## config.mk

```make
export PLATFORM = sky130hd
export DESIGN_NAME = pipelined_barrel_shifter
export DESIGN_NICKNAME = d
export VERILOG_FILES = /design/src/rtl/pipelined_barrel_shifter.sv
export SDC_FILE = /design/constraint.sdc
export NUM_CORES = 1
export LEC_CHECK = 0
export BUFFER_PORTS_ARGS = -buffer_cell sky130_fd_sc_hd__buf_2
export CAP_MARGIN = 25
export CORE_MARGIN = 1.5
export CORE_UTILIZATION = 60
export CTS_BUF_LIST = sky130_fd_sc_hd__clkbuf_4
export DETAILED_ROUTE_END_ITERATION = 16
export GPL_ROUTABILITY_DRIVEN = 0
export HOLD_SLACK_MARGIN = 0.1
export PLACE_DENSITY = 0.83
export SETUP_SLACK_MARGIN = 0.3
export SYNTH_ARGS = -nofsm -noshare
export SYNTH_HDL_FRONTEND = slang
export SYNTH_SLANG_ARGS = --single-unit
```

## constraint.sdc

```tcl
create_clock -name clk -period 2.2 [get_ports clk]
set_input_delay 0.33 -clock clk [delete_from_list [all_inputs] [get_ports clk]]
set_output_delay 0.33 -clock clk [all_outputs]
set_load 0.05 [all_outputs]
```

## src/rtl/pipelined_barrel_shifter.sv

```systemverilog
// pipelined_barrel_shifter: one register level per shift level, LSL/LSR/ASR/ROL with right-shift sticky bit and valid/ready back-pressure
module pipelined_barrel_shifter #(
  parameter int WIDTH = 16,
  localparam int SHW = $clog2(WIDTH),
  localparam int LEVELS = SHW
) (
  input  logic             clk,
  input  logic             rst_n,
  input  logic             in_valid,
  output logic             in_ready,
  input  logic [WIDTH-1:0] in_data,
  input  logic [SHW-1:0]   in_shift,
  input  logic [1:0]       in_mode,
  output logic             out_valid,
  input  logic             out_ready,
  output logic [WIDTH-1:0] out_data,
  output logic             out_sticky
);
  logic adv;
  for (genvar k = 0; k < LEVELS; k++) begin : stg
    localparam int A = 1 << k;
    logic vi, sb, ms, si, so, v, st;
    logic [1:0] md;
    logic [SHW-1:k] ra;
    logic [WIDTH-1:0] x, y, d;
    if (k == 0) begin : i
      assign vi = in_valid;
      assign x  = in_data;
      assign md = in_mode;
      assign ra = in_shift;
      assign ms = in_data[WIDTH-1];
      assign si = 1'b0;
    end else begin : i
      assign vi = stg[k-1].v;
      assign x  = stg[k-1].d;
      assign md = stg[k-1].c.m;
      assign ra = stg[k-1].c.rs;
      assign ms = stg[k-1].c.msr;
      assign si = stg[k-1].st;
    end
    assign sb = ra[k];
    assign y  = !sb ? x :
                md == 2'b00 ? {x[WIDTH-1-A:0], {A{1'b0}}} :
                md == 2'b01 ? {{A{1'b0}}, x[WIDTH-1:A]} :
                md == 2'b10 ? {{A{ms}}, x[WIDTH-1:A]} :
                              {x[WIDTH-1-A:0], x[WIDTH-1:WIDTH-A]};
    // sticky only accumulates for LSR (01) and ASR (10)
    assign so = ^md & (si | (sb & |x[A-1:0]));
    always_ff @(posedge clk or negedge rst_n) begin
      if (!rst_n) begin
        v  <= 1'b0;
        d  <= '0;
        st <= 1'b0;
      end else if (adv) begin
        v  <= vi;
        d  <= y;
        st <= so;
      end
    end
    if (k < LEVELS - 1) begin : c
      logic [1:0] m;
      logic msr;
      logic [SHW-1:k+1] rs;
      always_ff @(posedge clk or negedge rst_n) begin
        if (!rst_n) begin
          m   <= '0;
          msr <= 1'b0;
          rs  <= '0;
        end else if (adv) begin
          m   <= md;
          msr <= ms;
          rs  <= ra[SHW-1:k+1];
        end
      end
    end
  end
  assign adv        = out_ready || !out_valid;
  assign in_ready   = adv;
  assign out_valid  = stg[LEVELS-1].v;
  assign out_data   = stg[LEVELS-1].d;
  assign out_sticky = stg[LEVELS-1].st;
endmodule

```

==> results of run 1 <==
==> power by group <==
group	total (mW)	internal, mW	leakage (nW)	switching (mW)
Clock	0.894	0.354	0.0677	0.540
Sequential	3.01	2.29	1.00	0.717
Combinational	3.43	1.29	1.31	2.14
Total	7.33	3.93	2.38	3.40
==> cells by family after synthesis <==
group | synth area share (%)
AOI/OAI and AO/OA | 16.3
adders and majority gates | 4.10
and+or+nand+nor | 18.4
muxes | 8.97
DFF | 47.6
buffers and inverters | 4.62
==> per-layer routing <==
| layer | up-vias | part of all wire (%) |
|---|---|---|
| met4 | 0 | 2.1 |
| met3 | 24 | 4.8 |
| li1 | 1798 | - |
| met1 | 1820 | 42 |
| met5 | - | 0 |
| met2 | 142 | 51 |
==> placed cells by master, fill, tap and decap left out, types with 7 or more instances in the layout <==
| master | netlist | routed |
|---|---|---|
| ha_1 | 15 | 15 |
| a221oi_1 | 8 | 8 |
| a31oi_1 | 8 | 8 |
| clkbuf_4 | 0 | 10 |
| buf_2 | 16 | 42 |
| dfrtp_1 | 87 | 86 |
| nand2_1 | 55 | 55 |
| inv_1 | 11 | 11 |
| mux2i_1 | 41 | 41 |
| a211oi_1 | 48 | 48 |
| buf_4 | 3 | 11 |
| nor3_1 | 42 | 42 |
| nor2_1 | 66 | 66 |
| and3b_1 | 7 | 7 |
| o21ai_0 | 25 | 25 |
==> flip-flops by register name (all words and copies together) (netlist names) <==
| register | count |
|---|---|
| stg.d | 48 |
| out_data | 16 |
| stg.c.m | 6 |
| stg.c.rs | 6 |
| stg.c.msr | 3 |
| stg.st | 3 |
| stg.v | 3 |
| out_sticky | 1 |
| out_valid | 1 |
==> area by class of cell <==
| class | instances | area (sq um) |
|---|---|---|
| Fill cell | 551 | 2200 |
| Clock buffer | 10 | 75.1 |
| Timing Repair Buffer | 62 | 434 |
| Sequential cell | 87 | 2180 |
| Clock inverter | 6 | 61.3 |
| Timing Repair inverter | 1 | 8.76 |
| Multi-Input combinational cell | 349 | 2180 |
| Inverter | 13 | 61.3 |
| Tap cell | 99 | 124 |
==> worst paths after layout <==
check | startpoint | endpoint | slack (ns) | cells after the start
worst min-delay path | in_data[15] | stg[0].c.msr$_DFFE_PN0P_ | 0.15 | 3
max in group asynchronous | rst_n | stg[1].d[6]$_DFFE_PN0P_ | 1.13 | 3
min in group asynchronous | rst_n | out_data[14]$_DFFE_PN0P_ | 0.45 | 2
worst min register to register | stg[2].v$_DFFE_PN0P_ | out_valid$_DFFE_PN0P_ | 0.49 | 1
worst max register to register | stg[1].c.rs[2]$_DFFE_PN0P_ | stg[2].d[9]$_DFFE_PN0P_ | 0.40 | 3
worst max-delay path | out_valid$_DFFE_PN0P_ | in_ready | 0.39 | 3
==> through the flow <==
step           area, sq um  utilization, %  std cells  hold WS [ns]
6_report              5130            69.9        627         0.147
5_1_grt               5130            69.9        627         0.134
4_1_cts               5090            69.5        624         0.128
3_5_place_dp          4850            66.2        601         0.416
3_3_place_gp          4850            66.2        601         0.418
2_1_floorplan         4570               -        479        0.0344
==> worst min-delay path, stage by stage <==
cell and delay [ns]:
buf_2 0.13, nand2_1 0.06, nand2_1 0.04
==> what timing repair did <==
action | 4_1_cts | 5_1_grt
setup endpoints to repair | 4 | 40
hold buffers | 5 | 0
gates cloned | 1 | 1
setup buffers | 1 | 2
endpoints found under the hold margin | 57 | 0
gates resized for setup | 4 | 3
==> impl_metrics.yaml, run 1 <==
status:
  outcome: "finished clean"
layout:
  drive_gt1_share_pct: 14.8
  nets: 564
  syn_to_final_growth_pct: 12.1
  n_antenna_cell: 0
global_route:
  grt.busiest_layer: "met2"
  grtUsageMet1_pct: 33.8
  met3_usage_pct: 5.56
  grt_max_degree: 55
  grt_pass1_vias: 3898
  grt_pass1_wl_um: 18000
  antenna_found_initial: 0
  track_usage_pct: 27.4
  overflow: 0
  met2_usage_pct: 46.6
die:
  core_area_sq_um: 7330
  pin_count: 45
  die_w_um: 90.3
  die_area_sq_um: 8150
  rows: 31
  die_h_um: 90.3
  start_util_pct: 62.4
worst_setup_path:
  worstPathMaxFanout: 24
  critPathBufInv: 2
  slowest_stage: "dfrtp_2"
  worstPathRequired_ns: 1.87
  worstPathArrival_ns: 1.48
  cpPeakStageDelay_ns: 0.38
  cp_cell_sequence: "nor2b_4, clkinv_8, buf_4"
  cp-start-kind: "flip-flop"
  cp_top_family: "buffers and inverters"
  cp-end-kind: "primary output"
  path_class: "reg2out"
yosys:
  yosys-top-cells-count: "dfrtp_1 (87), nor2_1 (66), nand2_1 (55), a211oi_1 (48), nor3_1 (42)"
  synthTopCellsByArea: "dfrtp_1 (48%), mux2i_1 (9.0%), a211oi_1 (7.9%), nor2_1 (5.4%), nor3_1 (4.6%)"
  yosysTopAreaCellShare_pct: 47.6
  synth_top_flop_cell: "dfrtp_1"
  syn_avg_cell_area_sq_um: 9.55
  yosysSeqAreaShare_pct: 47.6
  synth-seq-cells: 87
  yosysWarnings: 0
  synthArstFlopShare_pct: 100
  syn_inst: 479
  synth_edf_count: 0
  synth_fp_nets: 520
  synth_most_common_cell: "dfrtp_1"
  synth_top_area_cell: "dfrtp_1"
  synth_area_sq_um: 4570
  ys_types: 38
clock_network:
  tritoncts: "built"
  clkLatencyLatePin_ns: 0.44
  root_buffer: "clkbuf_4"
  cts_sinks: 87
  cts_max_level: 3
  max-clock-path-buffers: 2
  cts_made_buffers: 9
  path_clk_slew_ns: 0.13
placed_design:
  dp_hpwl_um: 7020
  pre_cts_slack_ns: 0.187
  port-buffer-count: 44
sta:
  rsz0062_at_grt: "no"
  setup_viol: 0
  period_share_pct: 82.1
  worst_pin_slew_ns: 0.879
  final_hold_viol_count: 0
  fin_skew_ns: 0.0191
  max_freq_mhz: 553
  layout_setup_ws_ns: 0.393
  finalSetupTns_ns: 0
  slew-limit-headroom_pct: 41.4
  drv_slew: 0
  min_period_ns: 1.81
pwr:
  total_leakage_power_nw: 2.38
  power.density_nw_per_um2: 1430
  total_power_mw: 7.33
  ir_worst_vdd_v: 0.000602
drt:
  route.vias.total: 3784
  finalWirelength_um: 10600
  drt_first_pass_iters: 5
  ant_nets: 0
  wl_per_cell_um: 16.9
  drc: 0
  drt-initial-drc-count: 327
  viasPerCell: 6.04
flow_run:
  drv_cap: 0
hold_path:
  hp-class: "in2reg"
Note: power is estimated with default switching activity, not from simulation.
==> inputs of run 2 (changes only) <==
==> constraint.sdc (replaced) <==
create_clock -name clk -period 1.85 [get_ports clk]
set_input_delay 0.2775 -clock clk [delete_from_list [all_inputs] [get_ports clk]]
set_output_delay 0.2775 -clock clk [all_outputs]
set_load 0.05 [all_outputs]
==> impl_metrics.yaml, run 2 (synthesis results as in run 1) <==
worst_setup_path:
  slowest_stage: "nor4bb_2"
  path_class: "reg2reg"
  worstPathRequired_ns: 2.22
  cpPeakStageDelay_ns: 0.48
  cp-start-kind: "flip-flop"
  cp-end-kind: "flip-flop"
  worstPathArrival_ns: 2.10
  cp_cell_sequence: "inv_2, ha_1, nor4bb_2, a211oi_1, o21ai_0"
  worstPathMaxFanout: 4
sta:
  min_period_ns: 1.73
  period_share_pct: 93.4
  setup_viol: 0
  max_freq_mhz: 579
  slew-limit-headroom_pct: 64.4
  fin_skew_ns: 0.0187
  worst_pin_slew_ns: 0.526
  rsz0062_at_grt: "yes"
  drv_slew: 0
  final_hold_viol_count: 0
  fin_hold_ws_ns: 0.152
clock_network:
  cts_sinks: 87
  tritoncts: "built"
  cts_max_level: 3
  max-clock-path-buffers: 2
  root_buffer: "clkbuf_4"
  cts_made_buffers: 9
  path_clk_slew_ns: 0.14
  clkLatencyLatePin_ns: 0.46
layout:
  nets: 596
  syn_to_final_growth_pct: 28.6
  stdcell_area_sq_um: 5880
  multi_input_area_sq_um: 2540
  n_antenna_cell: 0
  fin_util_pct: 80.3
  fill_cells: 400
  final_cell_mix: "dfrtp_1 (85), nor2_1 (64), nand2_1 (55)"
  largest_register: "stg.d"
  drive_gt1_share_pct: 29.8
  ff_latch_area_sq_um: 2180
  largest_reg_flops: 48
  layout_commonest_cell: "dfrtp_1"
drt:
  viasPerCell: 6.60
  drt_first_pass_iters: 5
  ant_nets: 0
  route.vias.total: 4352
  finalWirelength_um: 13700
  drt-initial-drc-count: 424
  drc: 0
  wl_per_cell_um: 20.7
pwr:
  ir_worst_vdd_v: 0.000986
  power.density_nw_per_um2: 1810
  total_leakage_power_nw: 2.61
die:
  die_h_um: 90.3
  die_w_um: 90.3
  pin_count: 45
  die_area_sq_um: 8150
  core_area_sq_um: 7330
  start_util_pct: 62.4
  rows: 31
global_route:
  antenna_found_initial: 0
  grt_pass1_wl_um: 19100
  overflow: 0
  track_usage_pct: 29.6
  grt_pass1_vias: 3990
  grt_max_degree: 47
hold_path:
  hp-class: "in2reg"
placed_design:
  dp_hpwl_um: 7250
  placed_area_sq_um: 4930
  port-buffer-count: 44
status:
  outcome: "finished clean"
flow_run:
  drv_cap: 0
run 2: cell count changes in the layout (fill, tap and decap cells not counted), sizes merged:
cell,change
dlygate4sd3,+2
clkinv,-4
bufinv,+3
o21bai,+1
inv,+2
buf,+26
clkbuf,+2
run 2: through the flow:
| stage | setup WS, ns | TNS, ns | cells | total power [mW] |
|---|---|---|---|---|
| after floorplan | 0.354 | 0 | 479 | 6.45 |
| after global placement | 0.0185 | 0 | 611 | 7.40 |
| after detailed placement | -0.113 | -0.920 | 611 | 7.56 |
| after CTS | 0.275 | 0 | 647 | 9.41 |
| after global routing | 0.0478 | 0 | 659 | 11.1 |
| final | 0.121 | 0 | 659 | 10.6 |
run 2: routing by layer:
metal  vias up  part of all wire [%]  GRT usage (%)
met1      2093                    36           35.8
li1       1877                     -              -
met4         0                   5.2           13.4
met2       299                    50           50.8
met5         -                     0              0
met3        83                   8.3           6.14
run 2: what timing repair did:
action / CTS / global route
hold buffers: 7 / 0
endpoints found under the hold margin: 44 / 0
endpoints found under the setup margin: 52 / 56
gates cloned: 3 / 5
pin swaps: 1 / 23
gates resized for setup: 25 / 71
setup buffers: 10 / 7
run 2: final timing paths:
check | slack [ns] | from | cells past startpoint | end
setup reg to reg | 0.12 | stg[0].c.m[0]$_DFFE_PN0P_ | 5 | stg[1].d[14]$_DFFE_PN0P_
min in group asynchronous | 0.33 | rst_n | 2 | out_data[10]$_DFFE_PN0P_
hold reg to reg | 0.49 | stg[1].c.rs[3]$_DFFE_PN0P_ | 2 | stg[1].c.rs[3]$_DFFE_PN0P_
hold / removal | 0.15 | in_data[7] | 3 | stg[0].d[7]$_DFFE_PN0P_
max in group asynchronous | 0.82 | rst_n | 3 | stg[0].c.rs[1]$_DFFE_PN0P_
setup / recovery | 0.12 | stg[0].c.m[0]$_DFFE_PN0P_ | 5 | stg[1].d[14]$_DFFE_PN0P_
run 2: layout make-up:
class	instances	share of cell area (%)
Clock inverter	7	2.45
Timing Repair inverter	1	0.106
Clock buffer	9	1.15
Tap cell	99	2.11
Timing Repair Buffer	93	13.0
Multi-Input combinational cell	350	43.2
Inverter	13	0.957
Sequential cell	87	37.0
run 2: critical path: cells and delay by family, from the launching register on:
kind	cells	cell delay (ns)
AO/OA/AOI/OAI	2	0.33
adder cells (fa/ha/maj)	1	0.25
AND/OR/NAND/NOR	1	0.48
buffers and inverters	1	0.16
flip-flops	1	0.44
run 2: report_power, final:
part / leakage [nW] / internal, mW / switching [mW]
sequential: 1.00 / 2.73 / 0.876
combinational: 1.51 / 2.30 / 3.23
clock: 0.103 / 0.823 / 0.674
total: 2.61 / 5.85 / 4.78
==> inputs of run 3 (changes only) <==
--- a/config.mk
+++ b/config.mk
@@ -13,6 +13,7 @@
 export DETAILED_ROUTE_END_ITERATION = 16
 export GPL_ROUTABILITY_DRIVEN = 0
 export HOLD_SLACK_MARGIN = 0.1
+export MAX_ROUTING_LAYER = met4
 export PLACE_DENSITY = 0.83
 export SETUP_SLACK_MARGIN = 0.3
 export SYNTH_ARGS = -nofsm -noshare
==> impl_metrics.yaml, run 3 (synthesis results as in run 1) <==
global_route:
  grt.busiest_layer: "met2"
  overflow: 0
  met2_usage_pct: 50.9
  met3_usage_pct: 5.89
  grt_max_degree: 47
  grtUsageMet1_pct: 35.7
  antenna_found_initial: 0
  grt_pass1_vias: 3990
  track_usage_pct: 30.4
  grt_pass1_wl_um: 19100
layout:
  largest_reg_flops: 48
  drive_gt1_share_pct: 28.0
  stdcell_area_sq_um: 5790
  fin_cells: 656
  layout_commonest_cell: "dfrtp_1"
  n_antenna_cell: 0
  final_cell_mix: "dfrtp_1 (85), nor2_1 (65), nand2_1 (55)"
  nets: 593
  syn_to_final_growth_pct: 26.7
  fill_cells: 433
  largest_register: "stg.d"
sta:
  min_period_ns: 1.63
  rsz0062_at_grt: "yes"
  fin_skew_ns: 0.0134
  period_share_pct: 87.9
  final_hold_viol_count: 0
  slew-limit-headroom_pct: 65.2
  max_freq_mhz: 615
  drv_slew: 0
  setup_viol: 0
  worst_pin_slew_ns: 0.523
  layout_setup_ws_ns: 0.224
die:
  start_util_pct: 62.4
  rows: 31
  pin_count: 45
  die_h_um: 90.3
  die_w_um: 90.3
  die_area_sq_um: 8150
  core_area_sq_um: 7330
worst_setup_path:
  worstPathMaxFanout: 9
  slowest_stage: "dfrtp_1"
  timing.rr.start: "stg[1].c.m[0]$_DFFE_PN0P_"
  cp_cell_sequence: "inv_2, buf_4, ha_2, o21bai_4, a211oi_1, o21ai_1"
  cp-end-kind: "flip-flop"
  r2r_cells: 6
  cpPeakStageDelay_ns: 0.45
  cp-start-kind: "flip-flop"
  worstPathArrival_ns: 1.97
  path_class: "reg2reg"
  startpoint: "stg[1].c.m[0]$_DFFE_PN0P_"
  cp.depth: 6
  critPathBufInv: 2
  worstPathRequired_ns: 2.19
  cp_top_family: "compound AO/OA/AOI/OAI gates"
clock_network:
  cts_made_buffers: 9
  path_clk_slew_ns: 0.13
  tritoncts: "built"
  root_buffer: "clkbuf_4"
  max-clock-path-buffers: 2
  cts_max_level: 3
  cts_sinks: 87
  clkLatencyLatePin_ns: 0.46
drt:
  ant_nets: 0
  drc: 0
  route.vias.total: 4219
  finalWirelength_um: 12900
  wl_per_cell_um: 19.7
  drt_first_pass_iters: 5
  drt-initial-drc-count: 346
  viasPerCell: 6.43
pwr:
  ir_worst_vdd_v: 0.000937
  total_power_mw: 10.4
  power.density_nw_per_um2: 1790
  total_leakage_power_nw: 2.59
placed_design:
  pre_cts_slack_ns: -0.113
  post-place-cells: 611
  port-buffer-count: 44
  placed_area_sq_um: 4930
  dp_hpwl_um: 7250
flow_run:
  drv_cap: 0
hold_path:
  hold_depth: 3
  min-delay-start: "in_data[7]"
  hp-class: "in2reg"
status:
  outcome: "finished clean"
-- run 3: changes by cell type in the layout (fill, tap and decap cells not counted), moves of 2 or more --
cell,delta
a211oi_1,+9
ha_2,+2
a211oi_2,-9
buf_6,-3
-- run 3: area by class of cell --
type	count	area (sq um)	share of cell area, %
clock buffer	9	67.6	1.17
clock inverter	7	144	2.48
inverter	13	56.3	0.972
multi-input combinational	349	2490	42.9
sequential	87	2180	37.6
tap	99	124	2.14
timing repair buffer	91	728	12.6
timing repair inverter	1	6.26	0.108
-- run 3: metal layers --
metal	up-vias	share of wire (%)
met5	-	0
met4	0	5.3
met3	78	7.8
met2	267	50
met1	2006	37
li1	1868	-
-- run 3: through the flow --
stage	hold slack, ns	utilization (%)	TNS, ns
after detailed placement	0.286	67.2	-0.920
after global placement	0.289	67.2	0
after CTS	0.148	73.9	0
final	0.147	79.0	0
after floorplan	-0.0181	-	0
after global routing	0.159	79.0	0
-- run 3: worst paths after layout --
| path | slack (ns) | endpoint |
|---|---|---|
| worst max-delay path | 0.22 | stg[2].d[13]$_DFFE_PN0P_ |
| worst min-delay path | 0.15 | stg[0].d[7]$_DFFE_PN0P_ |
| worst max register to register | 0.22 | stg[2].d[13]$_DFFE_PN0P_ |
| worst min register to register | 0.49 | stg[0].v$_DFFE_PN0P_ |
| max in group asynchronous | 0.83 | stg[0].c.rs[1]$_DFFE_PN0P_ |
| min in group asynchronous | 0.33 | out_data[13]$_DFFE_PN0P_ |
-- run 3: what timing repair did --
action                     CTS  global route
pin swaps                    1            13
gates resized for setup     25            60
gates cloned                 3             3
hold buffers                 7             0
buffers inserted            10             6
setup endpoints to repair   52            56
hold endpoints to repair    44             0
-- run 3: power breakdown --
group	internal, mW	switching [mW]	leakage (nW)
combinational	2.19	3.11	1.48
sequential	2.73	0.846	1.00
clock	0.823	0.672	0.103
-- run 3: worst min-delay path, cell delays in order --
cell,delay (ns)
buf_2,0.10
nor3_1,0.05
a211oi_2,0.12
